===== config.mk =====
export PLATFORM = sky130hd
export DESIGN_NAME = sha256_message_padder
export DESIGN_NICKNAME = d
export VERILOG_FILES = /design/src/rtl/sha256_pkg.sv /design/src/rtl/sha256_pad_word.sv /design/src/rtl/sha256_message_padder.sv
export SDC_FILE = /design/constraint.sdc
export NUM_CORES = 1
export LEC_CHECK = 0
export CAP_MARGIN = 10
export CORE_ASPECT_RATIO = 1.75
export CORE_MARGIN = 2
export CORE_UTILIZATION = 35
export DETAILED_ROUTE_END_ITERATION = 12
export GPL_ROUTABILITY_DRIVEN = 0
export GPL_TIMING_DRIVEN = 0
export PLACE_DENSITY_LB_ADDON = 0.05
export SLEW_MARGIN = 10
export SYNTH_ARGS = -nofsm -noshare
export SYNTH_HDL_FRONTEND = slang
export SYNTH_SLANG_ARGS = --single-unit

===== constraint.sdc =====
create_clock -name clk -period 22.3 [get_ports clk]
set_clock_uncertainty 0.15 [all_clocks]
set_input_delay 2.23 -clock clk [delete_from_list [all_inputs] [get_ports clk]]
set_output_delay 2.23 -clock clk [all_outputs]
set_load 0.02 [all_outputs]

===== src/rtl/sha256_pkg.sv =====
// Shared constants, state encoding and length-field helper for the SHA-256 front end.
package sha256_pkg;

   localparam int INWIDTH         = 32;
   localparam int BLOCKWIDTH      = 512;
   localparam int LENWIDTH        = 64;
   localparam int WORDS_PER_BLOCK = 16;
   localparam int CNTWIDTH        = 61;

   localparam logic [7:0] PAD_BYTE = 8'h80;

   typedef enum logic [1:0] {
      ACCUM = 2'd0,
      EMIT  = 2'd1,
      PAD_A = 2'd2,
      PAD_B = 2'd3
   } padder_state_e;

   // Message bit length as the two trailing block words, high word first.
   function automatic logic [LENWIDTH-1:0] length_words(input logic [CNTWIDTH-1:0] byte_cnt);
      return {byte_cnt, 3'b000};
   endfunction

endpackage


===== src/rtl/sha256_pad_word.sv =====
// Masks a final message word to its first k bytes and inserts the 0x80 pad byte at byte k.
module sha256_pad_word
   import sha256_pkg::*;
(
   input  logic [31:0] word,
   input  logic [2:0]  k,
   input  logic        last,
   output logic [31:0] padded
);

   always_comb begin
      padded = word;
      if (last) begin
         // k==4 leaves the word whole; the pad byte then belongs to the next word.
         case (k)
            3'd0:    padded = {PAD_BYTE, 24'h000000};
            3'd1:    padded = {word[31:24], PAD_BYTE, 16'h0000};
            3'd2:    padded = {word[31:16], PAD_BYTE, 8'h00};
            3'd3:    padded = {word[31:8], PAD_BYTE};
            default: padded = word;
         endcase
      end
   end

endmodule


===== src/rtl/sha256_message_padder.sv =====
// Packs 32-bit message words into 512-bit blocks with FIPS 180-4 padding and length.
module sha256_message_padder
   import sha256_pkg::*;
#(
   parameter int INWIDTH    = sha256_pkg::INWIDTH,
   parameter int BLOCKWIDTH = sha256_pkg::BLOCKWIDTH,
   parameter int LENWIDTH   = sha256_pkg::LENWIDTH
) (
   input  logic                  clk,
   input  logic                  rst,
   input  logic [INWIDTH-1:0]    in_data,
   input  logic [2:0]            in_bytes,
   input  logic                  in_last,
   input  logic                  in_valid,
   output logic                  in_ready,
   output logic [BLOCKWIDTH-1:0] out_block,
   output logic                  out_last,
   output logic                  out_valid,
   input  logic                  out_ready
);

   padder_state_e state, state_next;

   // Word i of the block lives at blk[15-i] so word 0 lands in the top bits.
   logic [WORDS_PER_BLOCK-1:0][31:0] blk;
   logic [3:0]                       w;
   logic [CNTWIDTH-1:0]              byte_cnt;
   logic                             last_q;
   logic                             wrap_marker;
   logic                             ready_en;

   logic [2:0]          k;
   logic [31:0]         padded;
   logic [4:0]          filled;
   logic [CNTWIDTH-1:0] cnt_next;
   logic [LENWIDTH-1:0] len_next;
   logic [LENWIDTH-1:0] len_now;
   logic                in_fire;
   logic                out_fire;

   assign k        = (in_bytes > 3'd4) ? 3'd4 : in_bytes;
   assign filled   = {1'b0, w} + ((k == 3'd4) ? 5'd2 : 5'd1);
   assign cnt_next = byte_cnt + (in_last ? {{(CNTWIDTH-3){1'b0}}, k} : {{(CNTWIDTH-3){1'b0}}, 3'd4});
   assign len_next = length_words(cnt_next);
   assign len_now  = length_words(byte_cnt);

   assign in_ready  = ready_en && (state == ACCUM);
   assign out_valid = (state != ACCUM);
   assign out_last  = last_q;
   assign out_block = blk;
   assign in_fire   = in_valid && in_ready;
   assign out_fire  = out_valid && out_ready;

   sha256_pad_word u_pad_word (
      .word   (in_data),
      .k      (k),
      .last   (in_last),
      .padded (padded)
   );

   always_ff @(posedge clk or posedge rst) begin
      if (rst) begin
         state    <= ACCUM;
         ready_en <= 1'b0;
      end else begin
         state    <= state_next;
         ready_en <= 1'b1;
      end
   end

   always_comb begin
      state_next = state;
      case (state)
         ACCUM: begin
            if (in_fire) begin
               if (in_last)         state_next = PAD_A;
               else if (w == 4'd15) state_next = EMIT;
            end
         end
         EMIT:  if (out_fire) state_next = ACCUM;
         PAD_A: if (out_fire) state_next = last_q ? ACCUM : PAD_B;
         PAD_B: if (out_fire) state_next = ACCUM;
         default: state_next = ACCUM;
      endcase
   end

   always_ff @(posedge clk or posedge rst) begin
      if (rst) begin
         blk         <= '0;
         w           <= '0;
         byte_cnt    <= '0;
         last_q      <= 1'b0;
         wrap_marker <= 1'b0;
      end else begin
         case (state)
            ACCUM: begin
               if (in_fire) begin
                  blk[4'd15 - w] <= padded;
                  byte_cnt       <= cnt_next;
                  if (in_last) begin
                     if (k == 3'd4 && w != 4'd15)
                        blk[4'd14 - w] <= {PAD_BYTE, 24'h000000};
                     // Words past the tail are already zero from the last clear.
                     if (filled <= 5'd14) begin
                        blk[1] <= len_next[63:32];
                        blk[0] <= len_next[31:0];
                        last_q <= 1'b1;
                     end else begin
                        last_q <= 1'b0;
                     end
                     wrap_marker <= (filled == 5'd17);
                  end else begin
                     last_q <= 1'b0;
                     w      <= w + 4'd1;
                  end
               end
            end
            EMIT: begin
               if (out_fire) begin
                  blk <= '0;
                  w   <= '0;
               end
            end
            PAD_A: begin
               if (out_fire) begin
                  blk <= '0;
                  if (last_q) begin
                     w        <= '0;
                     byte_cnt <= '0;
                     last_q   <= 1'b0;
                  end else begin
                     // Length-only block; carries the pad byte when data ended exactly on a block.
                     blk[15] <= wrap_marker ? {PAD_BYTE, 24'h000000} : 32'h0;
                     blk[1]  <= len_now[63:32];
                     blk[0]  <= len_now[31:0];
                     last_q  <= 1'b1;
                  end
               end
            end
            PAD_B: begin
               if (out_fire) begin
                  blk      <= '0;
                  w        <= '0;
                  byte_cnt <= '0;
                  last_q   <= 1'b0;
               end
            end
            default: ;
         endcase
      end
   end

endmodule

==> out/metrics.yaml, run 1 <==
status: "completed"
final_cell_mix: "984 x nand2_1, 582 x dfrtp_1, 554 x clkdlybuf4s50_1, 497 x a21oi_1, 263 x clkbuf_1"
die_width_um: 217
min_period_ns: 6.78
vias: 27800
synth_top_area_share_pct: 52.5
worstMarginPinSlew_ns: 1.29
post-cts-setup-buffers: 0
viasPerCell: 5.63
synth_top_area_cell: "dfrtp_1"
yosys-top-cells-area: "dfrtp_1 53%, nand2_1 13%, a21oi_1 9.0%, clkbuf_1 3.3%, o21ai_0 2.3%"
synth_top_flop_cell: "dfrtp_1"
wl_per_cell_um: 28.8
start_util_pct: 35.3
drc: 0
power_leakage_uw: 0.0145
antenna_found_initial: 1
worst-setup-path-type: "primary input to register"
ctsResizeCount: 0
cts.sinks: 582
layout_commonest_cell: "nand2_1"
setup_viol: 0
drt-initial-drc-count: 3165
path_clk_slew_ns: 0.06
slew_headroom_pct: 13.9
async_reset_ff_share_pct: 100
tns_ns: 0
r2r_cells: 9
avgSynthCellArea_um2: 8.57
yosysSeqAreaShare_pct: 52.5
clk_latency_ns: 0.68
timing.fmax_mhz: 148
synthCells: 3234
grt.overflow.total: 0
synth_nets: 3286
grt.total_usage_pct: 34.1
synth_edf_count: 0
cts_root_buf: "clkbuf_16"
hpwl_um: 107000
core_um2: 78400
htreeDepth: 2
cts_tree: "built"
numCtsBuffers: 57
fp-row-count: 136
portBuffers: 554
antenna_left: 0
path_max_fanout: 10
powerDensity_nw_per_um2: 92.6
grt_max_degree: 107
ios: 555
maxSlewViolCount: 0
min_path_type: "register to register"
finalHoldViolCount: 0
yosysWarnings: 0
post-route-util_pct: 46.7
ys_ff_latch: 582
rsz0062_at_grt: "no"
startpoint_type: "primary input"
end_kind: "register"
total_power_uw: 3390
drt_wl_total_um: 142000
first_pass_iters: 6
drv_cap: 0
nets: 3906
drive_above_1_share_pct: 4.33
netlist_area_um2: 27700
arrival_ns: 7.16
dp_slack_ns: 14.99
synthToLayoutAreaGrowth_pct: 32.1
max-vdd-ir-drop_v: 0.0000620
die_y_um: 376
setup_slack_ns: 15.52
cp_data_required_time_ns: 22.68
die_area_um2: 81600
grt_first_pass_wirelength_um: 200000
fin_crit_sh_pct: 30.4
grt_pass1_vias: 26600
min_path_cells: 2
synth_cell_type_count: 84
clock_path_buffers: 3
ctsHoldBuffers: 0
-- stage by stage --
step                      cells  instance area [µm²]  hold slack (ns)
after floorplan            3234                27700            0.298
after global placement     4823                34600            0.310
after detailed placement   4830                34700            0.317
after CTS                  4934                36600            0.332
after global routing       4934                36600            0.378
final                      4936                36600            0.327
-- per-layer routing --
metal	vias up	wire (µm)	track usage, %
met4	0	9740	19.7
met1	13500	51400	39.0
met3	387	11700	6.99
met2	1510	69300	58.7
met5	-	0	0
li1	12400	-	-
-- final cells by class --
class	instances	area, µm²
Fill cell	7846	41800
Sequential cell	582	14600
Multi-Input combinational cell	2319	11900
Timing Repair Buffer	561	5720
Clock buffer	91	1710
Tap cell	1035	1290
Buffer	316	1250
Clock inverter	13	171
Inverter	17	71.3
Antenna cell	2	5.00
-- sequential cells by signal, summed over array words and instances, names as in the netlist --
name and flops:
w 4, wrap_marker 1, out_last 1, ready_en 1
byte_cnt 61, out_block 512, state 2
-- critical path, stage by stage --
cell and delay, ns:
clkdlybuf4s50_1 0.65, clkbuf_1 0.44, inv_1 0.09, ha_1 0.24
fa_1 0.56, nand2_1 0.09, nor4b_2 0.61, o211ai_1 0.50
o21bai_1 0.92, clkbuf_1 0.57, nand2_1 0.12, o211ai_1 0.13
-- cells in the mapped netlist (5+ instances only) --
cell and instances:
nand2_1 984, dfrtp_1 582, a21oi_1 497, clkbuf_1 244, o21ai_0 126, nor2_1 105
nand3_1 65, and2_1 38, o31ai_1 38, buf_2 36, a211oi_1 34, buf_1 31
nand4_1 30, a221o_1 26, and3_1 24, a31oi_1 23, a22o_1 21, o211ai_1 21
a311oi_1 18, nor3_1 18, inv_1 17, nor4_1 13, nor2b_1 12, a21o_1 10
and4_1 10, ha_1 10, or3_1 10, xnor2_1 10, xor2_1 10, a221oi_1 9
nand2b_1 9, o21a_1 9, or4_1 9, mux2i_1 8, mux2_2 7, a22oi_1 6
a41oi_1 6, o221ai_1 6, o22ai_1 6, o311ai_0 6, a32oi_1 5, and2_0 5
-- worst paths after layout --
path / start / slack, ns / endpoint
worst min register to register: out_block[6]$_DFFE_PP0P_ / 0.33 / out_block[6]$_DFFE_PP0P_
worst max-delay path: in_bytes[2] / 15.52 / out_block[59]$_DFFE_PP0P_
worst min-delay path: out_block[6]$_DFFE_PP0P_ / 0.33 / out_block[6]$_DFFE_PP0P_
min in group asynchronous: rst / 1.80 / out_block[382]$_DFFE_PP0P_
worst max register to register: w[0]$_DFFE_PP0P_ / 17.79 / out_block[59]$_DFFE_PP0P_
max in group asynchronous: rst / 18.86 / out_block[43]$_DFFE_PP0P_
-- kinds of logic after synthesis --
family / after synthesis / synth area share, %
other: 1 / 0.0135
multiplexers: 15 / 0.573
AND/OR/NAND/NOR: 1365 / 21.3
adder cells (fa/ha/maj): 12 / 0.596
flip-flops: 582 / 52.5
buffers and inverters: 333 / 4.73
XOR/XNOR: 20 / 0.632
AO/OA/AOI/OAI: 906 / 19.6
-- report_power, final --
part	leakage (µW)	total, µW	switching [µW]	internal [µW]
Sequential	0.00806	1230	84.8	1150
Clock	0.000918	1010	457	558
Combinational	0.00554	1150	828	319
Total	0.0145	3390	1370	2020
Note: power is estimated with default switching activity, not from simulation.
==> inputs of run 2 (changes only) <==
clock period = 5.6 ns   (was 22.3 ns; I/O delays follow)
==> run 2 against run 1 <==
Sequential power rose to 4.0 times the previous value. Register-to-register slack lost 17 ns. Critical path type unchanged. Combinational power rose to 4.0 times the previous value. Power grew to 4.0 times the previous value.
==> out/metrics.yaml, run 2 (same netlist as run 1, synthesis figures left out) <==
multiInputGateArea_um2: 11900  # about the same
timing.fmax_mhz: 196
drc: 0  # unchanged
htreeDepth: 2  # unchanged
grt_first_pass_wirelength_um: 201000  # +0.31%
setup_slack_ns: 0.508  # -15.01 ns
setup_viol: 0  # unchanged
die_area_um2: 81600  # unchanged
place_inst: 4842  # +0.25%
pwr-share-seq_pct: 35.5  # -0.8 points
regArea_um2: 14600  # unchanged
drt_wl_total_um: 142000  # +0.25%
cts_tree: "built"
ctsHoldBuffers: 0  # unchanged
power_frac_comb_pct: 33.9  # about the same
rsz0062_at_grt: "no"
path_max_fanout: 10  # unchanged
die_y_um: 376  # unchanged
finalHoldViolCount: 0  # unchanged
ios: 555  # unchanged
grtUsageMet2_pct: 57.7  # -1.0 points
post-route-util_pct: 47.1  # +0.38 points
grt_max_degree: 36  # -66%
final_cell_mix: "984 x nand2_1, 582 x dfrtp_1, 554 x clkdlybuf4s50_1, 497 x a21oi_1, 258 x clkbuf_1"
internal_power_uw: 8230  # +310%
dp_slack_ns: -0.0658  # -15.06 ns
max-vdd-ir-drop_v: 0.000201  # +220%
worst-setup-path-type: "primary input to register"
pwr-share-clk_pct: 30.7  # +0.8 points
clock_path_buffers: 3  # unchanged
powerDensity_nw_per_um2: 372  # +300%
grtUsageMet1_pct: 38.8  # -0.24 points
drv_cap: 0  # unchanged
cts.sinks: 582  # unchanged
vias: 27900  # +0.24%
power_leakage_uw: 0.0147  # +1.1%
first_pass_iters: 6  # unchanged
startpoint_type: "primary input"
viasPerCell: 5.63  # about the same
worstMarginPinSlew_ns: 1.31  # +0.0152 ns
status: "completed"
path_clk_slew_ns: 0.07  # about the same
layout_commonest_cell: "nand2_1"
drive_above_1_share_pct: 4.78  # +0.45 points
cts_root_buf: "clkbuf_16"
slew_headroom_pct: 12.8  # -1.0 points
grt.total_usage_pct: 34.3  # +0.21 points
core_um2: 78400  # unchanged
placed_cell_area_um2: 35000  # +0.64%
cp_data_required_time_ns: 5.99  # -16.69 ns
stdcell_area_um2: 36900  # +0.82%
drt-initial-drc-count: 2875  # -9.2%
end_kind: "register"
p_sw_uw: 5490  # +300%
busiest_layer: "met2"
fp-row-count: 136  # unchanged
fin_crit_sh_pct: 90.9
die_width_um: 217  # unchanged
synthToLayoutAreaGrowth_pct: 33.2
r2r-start: "w[0]$_DFFE_PP0P_"
grt.overflow.total: 0  # unchanged
hpwl_um: 108000  # +1.4%
start_util_pct: 35.3  # unchanged
numCtsBuffers: 57  # unchanged
ctsResizeCount: 0  # unchanged
wl_per_cell_um: 28.8  # about the same
nets: 3918  # +0.31%
antenna_left: 0  # unchanged
clk_latency_ns: 0.67  # about the same
fin_cells: 4948  # +0.24%
maxSlewViolCount: 0  # unchanged
r2r_cells: 9  # unchanged
portBuffers: 554  # unchanged
met3_usage_pct: 7.43  # +0.44 points
p_sw_share_pct: 40.0  # -0.38 points
r2r_end: "out_block[59]$_DFFE_PP0P_"
min_path_type: "primary input to asynchronous set/reset pin"
ff2ff_setup_slack_ns: 1.09  # -16.70 ns
grt_pass1_vias: 26900  # +1.1%
min_period_ns: 5.09
antenna_found_initial: 3  # +2
arrival_ns: 5.49  # -1.67 ns
fillers: 7890  # +0.56%
largest_reg_flops: 512  # unchanged
post-cts-setup-buffers: 0  # unchanged
## run 2: how the worst max path moves through the flow
stage,startpoint,to,depth (start not counted)
detailed placement,in_bytes[2],out_block[12]$_DFFE_PP0P_,11
finish,in_bytes[2],out_block[59]$_DFFE_PP0P_,12
global route,in_bytes[2],out_block[59]$_DFFE_PP0P_,12
CTS,in_bytes[2],out_block[59]$_DFFE_PP0P_,12
floorplan,rst,byte_cnt[0]$_DFFE_PP0P_,1
global placement,rst,out_block[2]$_DFFE_PP0P_,2
## run 2: power groups by stage
stage | logic, µW | clock network (µW) | registers [µW]
after floorplan | 1910 | 0 | 5240
after global placement | 4510 | 0 | 4940
after detailed placement | 4560 | 0 | 4940
after CTS | 4570 | 4250 | 4860
after global routing | 4850 | 4390 | 4900
final | 4650 | 4210 | 4870
## run 2: final cells by class
type | count | share of cell area, %
buffer | 316 | 3.38
tap | 1035 | 3.51
inverter | 17 | 0.183
clock buffer | 82 | 4.42
antenna | 1 | 0.00678
sequential | 582 | 39.4
timing repair buffer | 573 | 16.1
multi-input combinational | 2319 | 32.1
clock inverter | 23 | 0.884
## run 2: critical path, cell delays in order
cell             delay [ns]
clkdlybuf4s50_1        0.63
clkbuf_1               0.47
inv_1                  0.09
ha_1                   0.24
fa_1                   0.56
nand2_1                0.09
nor4b_2                0.64
o211ai_1               0.52
o21bai_1               0.92
clkbuf_1               0.52
nand2_1                0.11
o211ai_1               0.13
## run 2: layer usage
layer | part of all wire (%) | vias up | routed length [µm]
met1 | 36 | 13600 | 51200
met4 | 8.3 | 4 | 11800
met5 | 0.020 | - | 28
li1 | - | 12400 | -
met2 | 48 | 1432 | 68200
met3 | 7.9 | 455 | 11200
## run 2: metrics by stage
step	hold slack, ns	power (µW)	setup TNS, ns
floorplan	0.298	7160	-1770.12
global placement	0.310	9460	-4425.31
detailed placement	0.321	9500	-0.811
CTS	0.155	13700	0
global route	0.184	14100	0
finish	0.168	13700	0
